==> config.mk <==
export PLATFORM = sky130hd
export DESIGN_NAME = sdram_burst_reader
export DESIGN_NICKNAME = d
export VERILOG_FILES = /design/src/rtl/sdram_reader_pkg.sv /design/src/rtl/sdram_burst_reader_credit.sv /design/src/rtl/sdram_burst_reader.sv
export SDC_FILE = /design/constraint.sdc
export NUM_CORES = 1
export LEC_CHECK = 0
export BUFFER_PORTS_ARGS = -buffer_cell sky130_fd_sc_hd__buf_2
export CORE_UTILIZATION = 45
export CTS_CLUSTER_DIAMETER = 150
export DETAILED_ROUTE_END_ITERATION = 16
export PLACE_DENSITY = 0.66
export RECOVER_POWER = 100
export SLEW_MARGIN = 20
export SYNTH_ARGS = -nofsm -noshare
export SYNTH_HDL_FRONTEND = slang
export SYNTH_SLANG_ARGS = --single-unit
export TNS_END_PERCENT = 1
==> constraint.sdc <==
create_clock -name sdram_clk -period 9.15 [get_ports sdram_clk]
set_input_delay 0 -clock sdram_clk [delete_from_list [all_inputs] [get_ports sdram_clk]]
set_output_delay 0 -clock sdram_clk [all_outputs]
set_load 0.03 [all_outputs]
==> src/rtl/sdram_reader_pkg.sv <==
// Shared types and constants for the SDRAM burst frame reader.
package sdram_reader_pkg;

    typedef enum logic [2:0] {
        IDLE,
        ARM,
        ISSUE,
        DRAIN,
        DONE
    } state_e;

    // 1920x1080 at 32 bpp packed into 64-bit words.
    localparam int unsigned FRAME_WORDS_1080P = 32'h000F_D200;
    localparam int unsigned DEFAULT_BUF0_BASE = 32'h0400_0000;

    function automatic int unsigned burst_cnt_w(input int unsigned max_burst);
        return $clog2(max_burst) + 1;
    endfunction

endpackage

==> src/rtl/sdram_burst_reader_credit.sv <==
// In-flight beat counter and downstream FIFO credit check for the burst reader.
module read_credit_tracker
    import sdram_reader_pkg::*;
#(
    parameter int unsigned FIFO_DEPTH  = 256,
    parameter int unsigned FIFO_MARGIN = 4,
    parameter int unsigned BCNT_W      = burst_cnt_w(16),
    parameter int unsigned CNT_W       = $clog2(FIFO_DEPTH) + 1
) (
    input  logic              clk_i,
    input  logic              rst_ni,
    input  logic              accept_i,
    input  logic [BCNT_W-1:0] accept_len_i,
    input  logic [BCNT_W-1:0] req_len_i,
    input  logic              beat_i,
    input  logic [CNT_W-1:0]  wrusedw_i,
    output logic [CNT_W-1:0]  outstanding_o,
    output logic              credit_ok_o,
    output logic              stray_o
);

    localparam int unsigned SUM_W = CNT_W + 2;
    localparam int unsigned LIMIT = FIFO_DEPTH - FIFO_MARGIN;

    logic [CNT_W-1:0] out_q, out_d;
    logic [SUM_W-1:0] need;
    logic             live_beat;

    // A beat with nothing outstanding belongs to no burst we issued.
    assign live_beat = beat_i && (out_q != '0);
    assign stray_o   = beat_i && (out_q == '0);

    always_comb begin
        out_d = out_q;
        if (accept_i) begin
            out_d = out_d + CNT_W'(accept_len_i);
        end
        if (live_beat) begin
            out_d = out_d - CNT_W'(1);
        end
        need = SUM_W'(wrusedw_i) + SUM_W'(out_q) + SUM_W'(req_len_i);
    end

    always_ff @(posedge clk_i) begin
        if (!rst_ni) begin
            out_q <= '0;
        end else begin
            out_q <= out_d;
        end
    end

    assign outstanding_o = out_q;
    assign credit_ok_o   = (need <= SUM_W'(LIMIT));

endmodule

==> src/rtl/sdram_burst_reader.sv <==
// Avalon-MM burst read master streaming frames from an SDRAM buffer into a pixel FIFO.
module sdram_burst_reader
    import sdram_reader_pkg::*;
#(
    parameter int unsigned DATA_W      = 64,
    parameter int unsigned ADDR_W      = 27,
    parameter int unsigned MAX_BURST   = 16,
    parameter int unsigned FIFO_DEPTH  = 256,
    parameter int unsigned FIFO_MARGIN = 4,
    parameter int unsigned FRAME_WORDS = FRAME_WORDS_1080P,
    parameter int unsigned NUM_BUFS    = 2,
    parameter int unsigned BUF0_BASE   = DEFAULT_BUF0_BASE,
    parameter int unsigned BUF_STRIDE  = 32'h0010_0000
) (
    input  logic                                              sdram_clk,
    input  logic                                              rst_n,
    input  logic                                              enable_i,
    input  logic                                              loop_i,
    input  logic                                              frame_ready_i,
    input  logic [((NUM_BUFS > 1) ? $clog2(NUM_BUFS) : 1)-1:0] buf_sel_i,
    output logic                                              frame_start_o,
    output logic                                              frame_done_o,
    output logic                                              busy_o,
    output logic [ADDR_W-1:0]                                 sdram_address_o,
    output logic [$clog2(MAX_BURST):0]                        sdram_burstcount_o,
    output logic                                              sdram_read_o,
    input  logic                                              sdram_waitrequest_i,
    input  logic [DATA_W-1:0]                                 sdram_readdata_i,
    input  logic                                              sdram_readdatavalid_i,
    output logic                                              fifo_wrreq_o,
    output logic [DATA_W-1:0]                                 fifo_data_o,
    input  logic [$clog2(FIFO_DEPTH):0]                       fifo_wrusedw_i,
    input  logic                                              fifo_full_i,
    output logic                                              err_o
);

    localparam int unsigned BCNT_W = burst_cnt_w(MAX_BURST);
    localparam int unsigned CNT_W  = $clog2(FIFO_DEPTH) + 1;
    localparam int unsigned REM_W  = $clog2(FRAME_WORDS + 1);

    state_e            state_q, state_d;
    logic [ADDR_W-1:0] next_addr_q, next_addr_d;
    logic [ADDR_W-1:0] cmd_addr_q, cmd_addr_d;
    logic [REM_W-1:0]  remaining_q, remaining_d;
    logic [BCNT_W-1:0] cmd_len_q, cmd_len_d, blen;
    logic              read_q, read_d;
    logic              abort_q, abort_d;
    logic              start_q, start_d;
    logic              wrreq_q;
    logic [DATA_W-1:0] data_q;
    logic              err_q;
    logic              accept, credit_ok, stray;
    logic [CNT_W-1:0]  outstanding;

    assign accept = read_q && !sdram_waitrequest_i;
    assign blen   = (32'(remaining_q) < MAX_BURST) ? BCNT_W'(remaining_q) : BCNT_W'(MAX_BURST);

    read_credit_tracker #(
        .FIFO_DEPTH  (FIFO_DEPTH),
        .FIFO_MARGIN (FIFO_MARGIN),
        .BCNT_W      (BCNT_W),
        .CNT_W       (CNT_W)
    ) u_credit (
        .clk_i         (sdram_clk),
        .rst_ni        (rst_n),
        .accept_i      (accept),
        .accept_len_i  (cmd_len_q),
        .req_len_i     (blen),
        .beat_i        (sdram_readdatavalid_i),
        .wrusedw_i     (fifo_wrusedw_i),
        .outstanding_o (outstanding),
        .credit_ok_o   (credit_ok),
        .stray_o       (stray)
    );

    always_comb begin
        state_d     = state_q;
        next_addr_d = next_addr_q;
        cmd_addr_d  = cmd_addr_q;
        cmd_len_d   = cmd_len_q;
        remaining_d = remaining_q;
        read_d      = read_q;
        abort_d     = abort_q;
        start_d     = 1'b0;
        unique case (state_q)
            IDLE: begin
                if (enable_i && frame_ready_i) begin
                    state_d = ARM;
                end
            end
            ARM: begin
                next_addr_d = ADDR_W'(BUF0_BASE) + ADDR_W'(buf_sel_i) * ADDR_W'(BUF_STRIDE);
                remaining_d = REM_W'(FRAME_WORDS);
                abort_d     = 1'b0;
                start_d     = 1'b1;
                state_d     = ISSUE;
            end
            ISSUE: begin
                // A posted command must stay until accepted, even if enable drops.
                if (read_q) begin
                    if (!sdram_waitrequest_i) begin
                        read_d      = 1'b0;
                        next_addr_d = next_addr_q + ADDR_W'(cmd_len_q);
                        remaining_d = remaining_q - REM_W'(cmd_len_q);
                        if (remaining_q == REM_W'(cmd_len_q)) begin
                            state_d = DRAIN;
                        end
                    end
                end else if (!enable_i) begin
                    abort_d = 1'b1;
                    state_d = DRAIN;
                end else if (credit_ok) begin
                    read_d     = 1'b1;
                    cmd_addr_d = next_addr_q;
                    cmd_len_d  = blen;
                end
            end
            DRAIN: begin
                if (outstanding == '0) begin
                    state_d = abort_q ? IDLE : DONE;
                end
            end
            DONE: begin
                state_d = (loop_i && enable_i && frame_ready_i) ? ARM : IDLE;
            end
            default: state_d = IDLE;
        endcase
    end

    always_ff @(posedge sdram_clk) begin
        if (!rst_n) begin
            state_q     <= IDLE;
            next_addr_q <= ADDR_W'(BUF0_BASE);
            cmd_addr_q  <= ADDR_W'(BUF0_BASE);
            cmd_len_q   <= '0;
            remaining_q <= '0;
            read_q      <= 1'b0;
            abort_q     <= 1'b0;
            start_q     <= 1'b0;
            wrreq_q     <= 1'b0;
            data_q      <= '0;
            err_q       <= 1'b0;
        end else begin
            state_q     <= state_d;
            next_addr_q <= next_addr_d;
            cmd_addr_q  <= cmd_addr_d;
            cmd_len_q   <= cmd_len_d;
            remaining_q <= remaining_d;
            read_q      <= read_d;
            abort_q     <= abort_d;
            start_q     <= start_d;
            wrreq_q     <= sdram_readdatavalid_i && !stray;
            if (sdram_readdatavalid_i && !stray) begin
                data_q <= sdram_readdata_i;
            end
            err_q <= err_q || stray || (wrreq_q && fifo_full_i);
        end
    end

    // Start is registered out of ARM, done is decoded from DONE: back-to-back
    // looped frames therefore show start two cycles after done.
    assign frame_start_o      = start_q;
    assign frame_done_o       = (state_q == DONE) && !abort_q;
    assign busy_o             = (state_q != IDLE);
    assign sdram_address_o    = cmd_addr_q;
    assign sdram_burstcount_o = cmd_len_q;
    assign sdram_read_o       = read_q;
    assign fifo_wrreq_o       = wrreq_q;
    assign fifo_data_o        = data_q;
    assign err_o              = err_q;

endmodule

==> results.cfg, run 1 <==
[worst_setup_path]
cp_max_fo = 33
r2r-end = sdram_address_o[14]$_SDFFE_PN0P_
r2r_start = remaining_q[5]$_SDFFE_PN0P_
end_kind = flop
arrival_ns = 5.59
crit_type = reg2reg
rrSetupSlack_ns = 3.79
rr_worst_depth = 16
startpoint_type = flop
startpoint = remaining_q[5]$_SDFFE_PN0P_
crit_end = sdram_address_o[14]$_SDFFE_PN0P_
cp_data_required_time_ns = 9.38

[layout]
final_core_util_pct = 59.0
nets = 1257
n_fill_cell = 1534
stdcell_area_um2 = 9750
drive_gt1_share_pct = 11.1
area_growth_pct = 28.7
antenna_cells = 0

[min_path]
hold_path_class = in2reg

[clocking]
clk_latency_ns = 0.42
cts_inserted_buffers = 17
cts_num_sinks = 160
cts.path.max_buffers = 2
cts_hold_buf = 67
htree_num_levels = 4
cts_tree = yes
path_clk_slew_ns = 0.06
cts_resized = 0
cts-root-buf = clkbuf_16
post-cts-setup-buffers = 0

[global_routing]
grt_util_all_layers_pct = 22.8
grt_max_degree = 76
gr-total-overflow = 0
grt_pass1_vias = 6750
antenna_found_initial = 0
grt_first_pass_wirelength_mm = 32.4

[logic_synthesis]
synth_edf_count = 0
ys_async_sr_fraction_pct = 0
synth_area_um2 = 7570
synth_top_cell_by_area = dfxtp_1
synth_top_area_share_pct = 42.3
synth_cell_type_count = 67
yosys_warnings = 0
avgSynthCellArea_um2 = 8.29
synth_nets = 1030
synth_cells = 913
ys.flop_type = dfxtp_1
synth-seq-cells = 160
synth_area_leaders = dfxtp_1, nand2_1, a21oi_1
seq_area_frac_synth_pct = 42.3

[timing]
fin_skew_ns = 0.0121
max_freq_ghz = 0.186
final_hold_viol_count = 0
fin_crit_ns = 5.36
rsz0062_at_grt = no
min_period_over_period_pct = 58.6
finalSetupTns_ns = 0
max_slew_margin_pct = -138
slew_viol_final = 179
max_slew.worst_pin.slew_ns = 3.57
setup_violations = 0

[die]
die_h_um = 132
coreArea_um2 = 16500
initial_utilization_pct = 45.8
num_io_pins = 184
die_area_um2 = 17400
dieWidth_um = 132
fp-row-count = 47

[placed_design]
port_buffers = 183
hpwl_mm = 12.7
dpl_cell_area_um2 = 8600
gp_congestion = 0.894

[run_status]
outcome = complete, but fails checks
violations = design-rule violations, max-capacitance violations, max-slew violations

[drt]
avgRoutedWirePerCell_um = 14.2
drc = 1
firstDrtPassIters = 14
via_per_inst = 5.06
final_antenna_net_count = 0
drt_iter0_markers = 378
vias = 6948
postRouteWirelength_mm = 19.4

[power]
power_leakage_nw = 3.81
ir_worst_vdd_mv = 0.148
p_per_area_nw_per_um2 = 278

[flow_run]
drv_cap = 3
[layout make-up]
class | instances | area [um2] | share of cell area [%]
clock buffer | 19 | 453 | 4.65
inverter | 24 | 90.1 | 0.924
multi-input combinational | 683 | 4060 | 41.6
clock inverter | 13 | 185 | 1.90
timing repair buffer | 254 | 1480 | 15.2
tap | 220 | 275 | 2.82
sequential | 160 | 3200 | 32.9
[worst max-delay path, stage by stage (launching register included)]
cell,delay (ns)
dfxtp_1,0.35
or4_1,0.54
or2_0,0.31
nor4_4,0.17
nand3b_1,0.17
nor3_1,0.27
ha_1,0.23
inv_1,0.06
fa_1,0.38
nor2b_1,0.18
o21ai_0,0.11
nand2b_1,0.09
and2_0,0.19
o2111ai_1,0.14
mux2i_1,0.18
o311a_1,1.60
mux2i_1,0.20
[worst min-delay path by stage]
stage,endpoint,start,cells past startpoint,slack [ns]
floorplan,fifo_data_o[0]$_SDFFE_PN0P_,sdram_readdata_i[0],2,0.14
global placement,fifo_data_o[53]$_SDFFE_PN0P_,sdram_readdata_i[53],3,0.24
detailed placement,fifo_data_o[6]$_SDFFE_PN0P_,sdram_readdata_i[6],3,0.25
CTS,state_q[1]$_SDFFE_PN0P_,frame_ready_i,3,0.005
global route,sdram_read_o$_SDFFE_PN0P_,sdram_waitrequest_i,3,0.02
finish,sdram_read_o$_SDFFE_PN0P_,sdram_waitrequest_i,3,0.02
[where the power goes]
group	switching, W	internal, W	total [W]
clock network	0.000291	0.000472	0.000764
registers	0.0000909	0.000814	0.000905
logic	0.000677	0.000360	0.00104
total	0.00106	0.00165	0.00271
[state kept, by name, summed over array words and instances (netlist names), 3 cells and up]
name,count
fifo_data_o,64
next_addr_q,27
remaining_q,20
sdram_address_o,27
sdram_burstcount_o,5
state_q,3
u_credit.outstanding_o,9
[through the flow]
step	total power [W]	setup WS [ns]	hold slack [ns]	cells
3_3_place_gp	0.00194	4.72	0.241	1274
6_report	0.00271	3.79	0.0154	1373
3_5_place_dp	0.00195	4.61	0.245	1274
4_1_cts	0.00274	4.57	0.00468	1373
5_1_grt	0.00287	3.22	0.0222	1373
2_1_floorplan	0.00170	5.44	0.136	913
[cells in the mapped netlist (all sizes together) (4+ instances only)]
master,number
buf,14
mux2i,35
nor2b,10
dfxtp,160
a22oi,8
xnor2,32
and2,8
nand4,4
nand3b,4
ha,30
nand2,216
fa,5
o21bai,4
nand2b,5
clkbuf,32
a21o,8
nand3,17
xor2,23
o21ai,12
nor3,14
or3,7
nor4,8
inv,23
o21a,4
and3,5
nor2,75
a21oi,105
nor3b,4
[cell usage in the layout (no fill, tap or decap), types with 4 or more instances in the layout]
| cell type | count |
|---|---|
| nor3_1 | 13 |
| a21o_1 | 8 |
| xor2_1 | 23 |
| bufinv_16 | 4 |
| and2_1 | 7 |
| nand2b_1 | 5 |
| nor2b_1 | 9 |
| inv_1 | 23 |
| clkbuf_1 | 104 |
| nor2_1 | 73 |
| clkbuf_16 | 17 |
| xnor2_1 | 32 |
| nand4_1 | 4 |
| mux2i_1 | 35 |
| buf_2 | 81 |
| nand2_1 | 216 |
| o21ai_0 | 10 |
| o21bai_1 | 4 |
| nor3b_1 | 4 |
| and3_1 | 5 |
| nor4_1 | 7 |
| ha_1 | 30 |
| dfxtp_1 | 160 |
| a22oi_1 | 8 |
| a21oi_1 | 104 |
| fa_1 | 5 |
| dlygate4sd3_1 | 67 |
| or3_1 | 7 |
| nand3_1 | 17 |
| nand3b_1 | 4 |
[kinds of logic after synthesis]
| family | synth area share [%] |
|---|---|
| AO/OA/AOI/OAI | 12.7 |
| XOR/XNOR | 6.36 |
| adder cells (fa/ha/maj) | 6.28 |
| buffers and inverters | 3.88 |
| flip-flops | 42.3 |
| AND/OR/NAND/NOR | 23.8 |
| multiplexers | 4.63 |
[routing by layer]
| layer | GRT usage [%] | up-vias | share of wire [%] | routed length (um) |
|---|---|---|---|---|
| met5 | 0 | - | 0 | 0 |
| met4 | 8.79 | 0 | 2.2 | 426 |
| met3 | 4.21 | 39 | 3.7 | 713 |
| met2 | 39.0 | 165 | 48 | 9380 |
| met1 | 28.5 | 3216 | 46 | 8910 |
| li1 | - | 3528 | - | - |
Power figures use the tool's default switching activity.
==> inputs of run 2 (changes only) <==
- PLACE_DENSITY: 0.66 -> 0.69
- clock period: 9.15 -> 4.4 ns (I/O delays scaled with it)
==> run 2 against run 1 <==
The run still ends with design-rule violations, max-capacitance violations, max-slew violations left. Utilization increased by 0.091 points. Non-clock buffer count increased by 5. Largest power group unchanged. Cell count increased by 0.29%. Sequential share of layout area decreased by 0.051 points. First-iteration DRC count increased by 14%. Critical path type unchanged. Global-route usage increased by 0.14 points. Sequential power increased by 110%. Highest routed layer unchanged. Clock skew decreased by 0.0022 ns.
==> results.cfg, run 2 (synthesized netlist as in run 1, its figures left out) <==
[run_status]
outcome = complete, but fails checks
violations = design-rule violations, max-capacitance violations, max-slew violations

[layout]
layout_commonest_cell = nand2_1
final_cell_mix = nand2_1, dfxtp_1, clkbuf_1
antenna_cells = 0
drive_gt1_share_pct = 11.4
n_fill_cell = 1488
area_growth_pct = 28.9
nets = 1262
largest_register_ffs = 64

[worst_setup_path]
crit_type = reg2reg
end_kind = flop
r2r_start = remaining_q[5]$_SDFFE_PN0P_
startpoint = remaining_q[5]$_SDFFE_PN0P_
arrival_ns = 4.36
critPathBufInv = 1
critPathMaxStageDelay_ns = 0.56
cp_max_fo = 7
startpoint_type = flop
cp_data_required_time_ns = 4.72
crit_slowest_cell = or4_1
crit_family = simple AND/OR/NAND/NOR gates
path_common_cell = and2_1
crit_chain = or4_1 -> or2_4 -> nor4_4 -> nand3b_1 -> nor2_2 -> and2_1 -> ha_1 -> nor2b_1 -> o21ai_0 -> nand2b_1 -> and2_1 -> a2111oi_2 -> o211ai_1 -> o311a_4 -> buf_4 -> o21a_1

[clocking]
clk_latency_ns = 0.43
cts-root-buf = clkbuf_16
cts_inserted_buffers = 17
cts.path.max_buffers = 2
htree_num_levels = 4
cts_num_sinks = 160
path_clk_slew_ns = 0.06
cts_tree = yes

[drt]
postRouteWirelength_mm = 19.6
drc = 1
vias = 7093
avgRoutedWirePerCell_um = 14.2
via_per_inst = 5.15
final_antenna_net_count = 0
firstDrtPassIters = 16
drt_iter0_markers = 431

[global_routing]
grt_pass1_vias = 6920
antenna_found_initial = 0
use_met1_pct = 27.8
use_met3_pct = 4.59
gr-total-overflow = 0
grt_util_all_layers_pct = 23.0
grt_first_pass_wirelength_mm = 32.4
grt_max_degree = 67
use_met2_pct = 38.2
grt_busiest_layer = met2

[die]
die_area_um2 = 17400
num_io_pins = 184
initial_utilization_pct = 45.8
die_h_um = 132
coreArea_um2 = 16500
fp-row-count = 47
dieWidth_um = 132

[power]
finalPower_w = 0.00552
p_per_area_nw_per_um2 = 566
power_leakage_nw = 3.82
ir_worst_vdd_mv = 0.310

[timing]
final_hold_viol_count = 0
setup_violations = 0
finalSetupTns_ns = 0
fin_skew_ns = 0.00996
min_period_over_period_pct = 91.8
fin_crit_ns = 4.04
slew_viol_final = 84
hold_slack_ns = 0.0240
rsz0062_at_grt = no
max_freq_ghz = 0.248
max_slew.worst_pin.slew_ns = 1.95
max_slew_margin_pct = -29.8

[min_path]
worstHoldStart = sdram_waitrequest_i
hold_path_class = in2reg

[flow_run]
drv_cap = 2

[placed_design]
port_buffers = 183
gp_congestion = 0.902
hpwl_mm = 13.0
## run 2: worst paths after layout
kind / to / slack, ns / depth (start not counted)
max reg2reg: sdram_read_o$_SDFFE_PN0P_ / 0.36 / 16
min reg2reg: fifo_data_o[58]$_SDFFE_PN0P_ / 0.45 / 2
min: sdram_read_o$_SDFFE_PN0P_ / 0.02 / 3
max: sdram_read_o$_SDFFE_PN0P_ / 0.36 / 16
## run 2: per-stage QoR
| step | instances | utilization [%] | setup WS [ns] | cell area (um2) |
|---|---|---|---|---|
| 4_1_cts | 1376 | 59.9 | 0.160 | 9900 |
| 5_1_grt | 1377 | 59.1 | 0.0622 | 9760 |
| 6_report | 1377 | 59.1 | 0.361 | 9760 |
| 3_3_place_gp | 1276 | 52.2 | 0.306 | 8630 |
| 3_5_place_dp | 1276 | 52.2 | 0.168 | 8630 |
| 2_1_floorplan | 913 | - | 0.691 | 7570 |
## run 2: power by group
group | internal (W) | switching (W)
sequential | 0.00169 | 0.000186
clock | 0.000850 | 0.000598
combinational | 0.000761 | 0.00143
total | 0.00330 | 0.00222
## run 2: what timing repair did
item | CTS | global route
buffers inserted | 0 | 1
endpoints found under the setup margin | 0 | 26
hold endpoints to repair | 68 | 0
resized for setup | 0 | 3
hold buffers | 69 | 0
## run 2: final cells by class
class / instances / area, um2 / share of cell area (%)
clock buffer: 19 / 443 / 4.54
clock inverter: 12 / 138 / 1.41
multi-input combinational: 683 / 4080 / 41.8
inverter: 24 / 90.1 / 0.923
sequential: 160 / 3200 / 32.8
tap: 220 / 275 / 2.82
timing repair buffer: 259 / 1540 / 15.7
## run 2: worst min-delay path: cells and delay by family
family,cells,cell delay (ns)
buf+inv,1,0.18
compound gates,2,0.24
## run 2: per-layer routing
layer  routed length (um)  part of all wire, %
met3                  703                  3.6
met5                    0                    0
met1                 8630                   44
met2                 9510                   49
met4                  728                  3.7
==> inputs of run 3 (changes only) <==
==> constraint.sdc (replaced) <==
create_clock -name sdram_clk -period 4.4 [get_ports sdram_clk]
set_input_delay 0.44 -clock sdram_clk [delete_from_list [all_inputs] [get_ports sdram_clk]]
set_output_delay 0.44 -clock sdram_clk [all_outputs]
set_load 0.03 [all_outputs]
==> run 3 against run 2 <==
The run still ends with design-rule violations, max-capacitance violations, max-slew violations left. Power shrank 0.79%. Critical path depth rose by 1. Highest routed layer unchanged. Fmax about the same. Clock skew rose by 0.0019 ns. Clock power is essentially flat. Via count down 6.0%. Worst setup slack worse by 0.0026 ns. Die area unchanged.
==> results.cfg, run 3 (synthesized netlist as in run 1, its figures left out) <==
[global_routing]
grt_busiest_layer = met2
grt_pass1_vias = 6152
use_met2_pct = 35.4
grt_util_all_layers_pct = 21.2
antenna_found_initial = 0
use_met1_pct = 27.3
gr-total-overflow = 0
grt_max_degree = 100
grt_first_pass_wirelength_mm = 30.1
use_met3_pct = 4.71

[power]
finalPower_w = 0.00548
ir_worst_vdd_mv = 0.428
p_per_area_nw_per_um2 = 603
power_leakage_nw = 3.52

[min_path]
worstHoldStart = sdram_readdata_i[23]
hold_path_class = in2reg
min_to = fifo_data_o[23]$_SDFFE_PN0P_
hold_depth = 3

[drt]
avgRoutedWirePerCell_um = 14.0
drt_iter0_markers = 462
firstDrtPassIters = 13
drc = 1
via_per_inst = 5.10
vias = 6668
final_antenna_net_count = 0
postRouteWirelength_mm = 18.3

[flow_run]
drv_cap = 1

[worst_setup_path]
rrSetupSlack_ns = 0.36
r2r-end = sdram_address_o[13]$_SDFFE_PN0P_
rr_worst_depth = 17
r2r_start = remaining_q[5]$_SDFFE_PN0P_
crit_type = reg2reg
cp_max_fo = 25
cp_data_required_time_ns = 4.74
startpoint_type = flop
end_kind = flop
arrival_ns = 4.38

[layout]
instances_no_fill = 1308
layout_commonest_cell = nand2_1
final_core_util_pct = 55.0
final_cell_mix = nand2_1, dfxtp_1, a21oi_1, clkbuf_1, buf_2
largest_register_ffs = 64
area_growth_pct = 19.9
drive_gt1_share_pct = 12.3
antenna_cells = 0
nets = 1192

[timing]
fin_crit_ns = 4.04
hold_slack_ns = 0.247
setup_violations = 0
finalSetupTns_ns = 0
min_period_over_period_pct = 91.8
rsz0062_at_grt = no
fin_skew_ns = 0.0118
max_slew.worst_pin.slew_ns = 2.12
max_slew_margin_pct = -41.2
final_hold_viol_count = 0
slew_viol_final = 100
max_freq_ghz = 0.247

[clocking]
path_clk_slew_ns = 0.07
clk_latency_ns = 0.42
cts-root-buf = clkbuf_16
cts_tree = yes
cts_inserted_buffers = 17
cts_num_sinks = 160
cts.path.max_buffers = 2
htree_num_levels = 4

[die]
die_area_um2 = 17400
coreArea_um2 = 16500
fp-row-count = 47
num_io_pins = 184
dieWidth_um = 132
initial_utilization_pct = 45.8
die_h_um = 132

[run_status]
violations = design-rule violations, max-capacitance violations, max-slew violations
outcome = complete, but fails checks

[placed_design]
hpwl_mm = 12.9
gp_congestion = 0.863
dp.cells = 1275
port_buffers = 183
run 3: cell type report:
type	count	area, um2
clock buffer	19	443
clock inverter	13	151
fill	1601	7440
inverter	24	90.1
multi-input combinational	683	4080
sequential	160	3200
tap	220	275
timing repair buffer	189	842
run 3: how the worst max path moves through the flow:
stage	slack [ns]	from	endpoint
3_3_place_gp	0.29	remaining_q[5]$_SDFFE_PN0P_	sdram_address_o[18]$_SDFFE_PN0P_
6_report	0.36	remaining_q[5]$_SDFFE_PN0P_	sdram_address_o[13]$_SDFFE_PN0P_
3_5_place_dp	0.15	remaining_q[5]$_SDFFE_PN0P_	sdram_address_o[13]$_SDFFE_PN0P_
2_1_floorplan	0.69	remaining_q[5]$_SDFFE_PN0P_	sdram_read_o$_SDFFE_PN0P_
5_1_grt	0.03	remaining_q[5]$_SDFFE_PN0P_	sdram_address_o[13]$_SDFFE_PN0P_
4_1_cts	0.11	remaining_q[5]$_SDFFE_PN0P_	sdram_address_o[13]$_SDFFE_PN0P_
run 3: routing by layer:
metal / wire length [um] / share of wire [%]
met1: 8530 / 47
met2: 8830 / 48
met3: 673 / 3.7
met4: 292 / 1.6
met5: 0 / 0
run 3: power by group:
group | internal, W | switching (W)
clock | 0.000861 | 0.000618
combinational | 0.000712 | 0.00141
sequential | 0.00169 | 0.000187
run 3: critical path, stage by stage (launching register included):
cell and delay (ns):
dfxtp_1 0.34, or4_1 0.55, or2_4 0.27, nor4_4 0.14, nand3b_1 0.22, nor3_2 0.22, ha_1 0.20, inv_1 0.06
fa_1 0.39, nor2b_1 0.18, o21ai_0 0.09, nand2b_1 0.09, and2_1 0.18, o2111ai_1 0.14, mux2i_1 0.21, o311a_4 0.23
buf_12 0.20, mux2i_1 0.23
run 3: through the flow:
| stage | cell area, um2 | worst slack [ns] |
|---|---|---|
| floorplan | 7570 | 0.691 |
| CTS | 9220 | 0.115 |
| finish | 9080 | 0.359 |
| global placement | 8620 | 0.292 |
| global route | 9080 | 0.0329 |
| detailed placement | 8620 | 0.148 |
run 3: timing repair:
| action | in CTS | in global routing |
|---|---|---|
| hold buffers | 0 | 0 |
| endpoints found under the setup margin | 0 | 25 |
| gates resized for setup | 0 | 3 |
| endpoints found under the hold margin | 0 | 0 |
| buffers inserted | 0 | 1 |
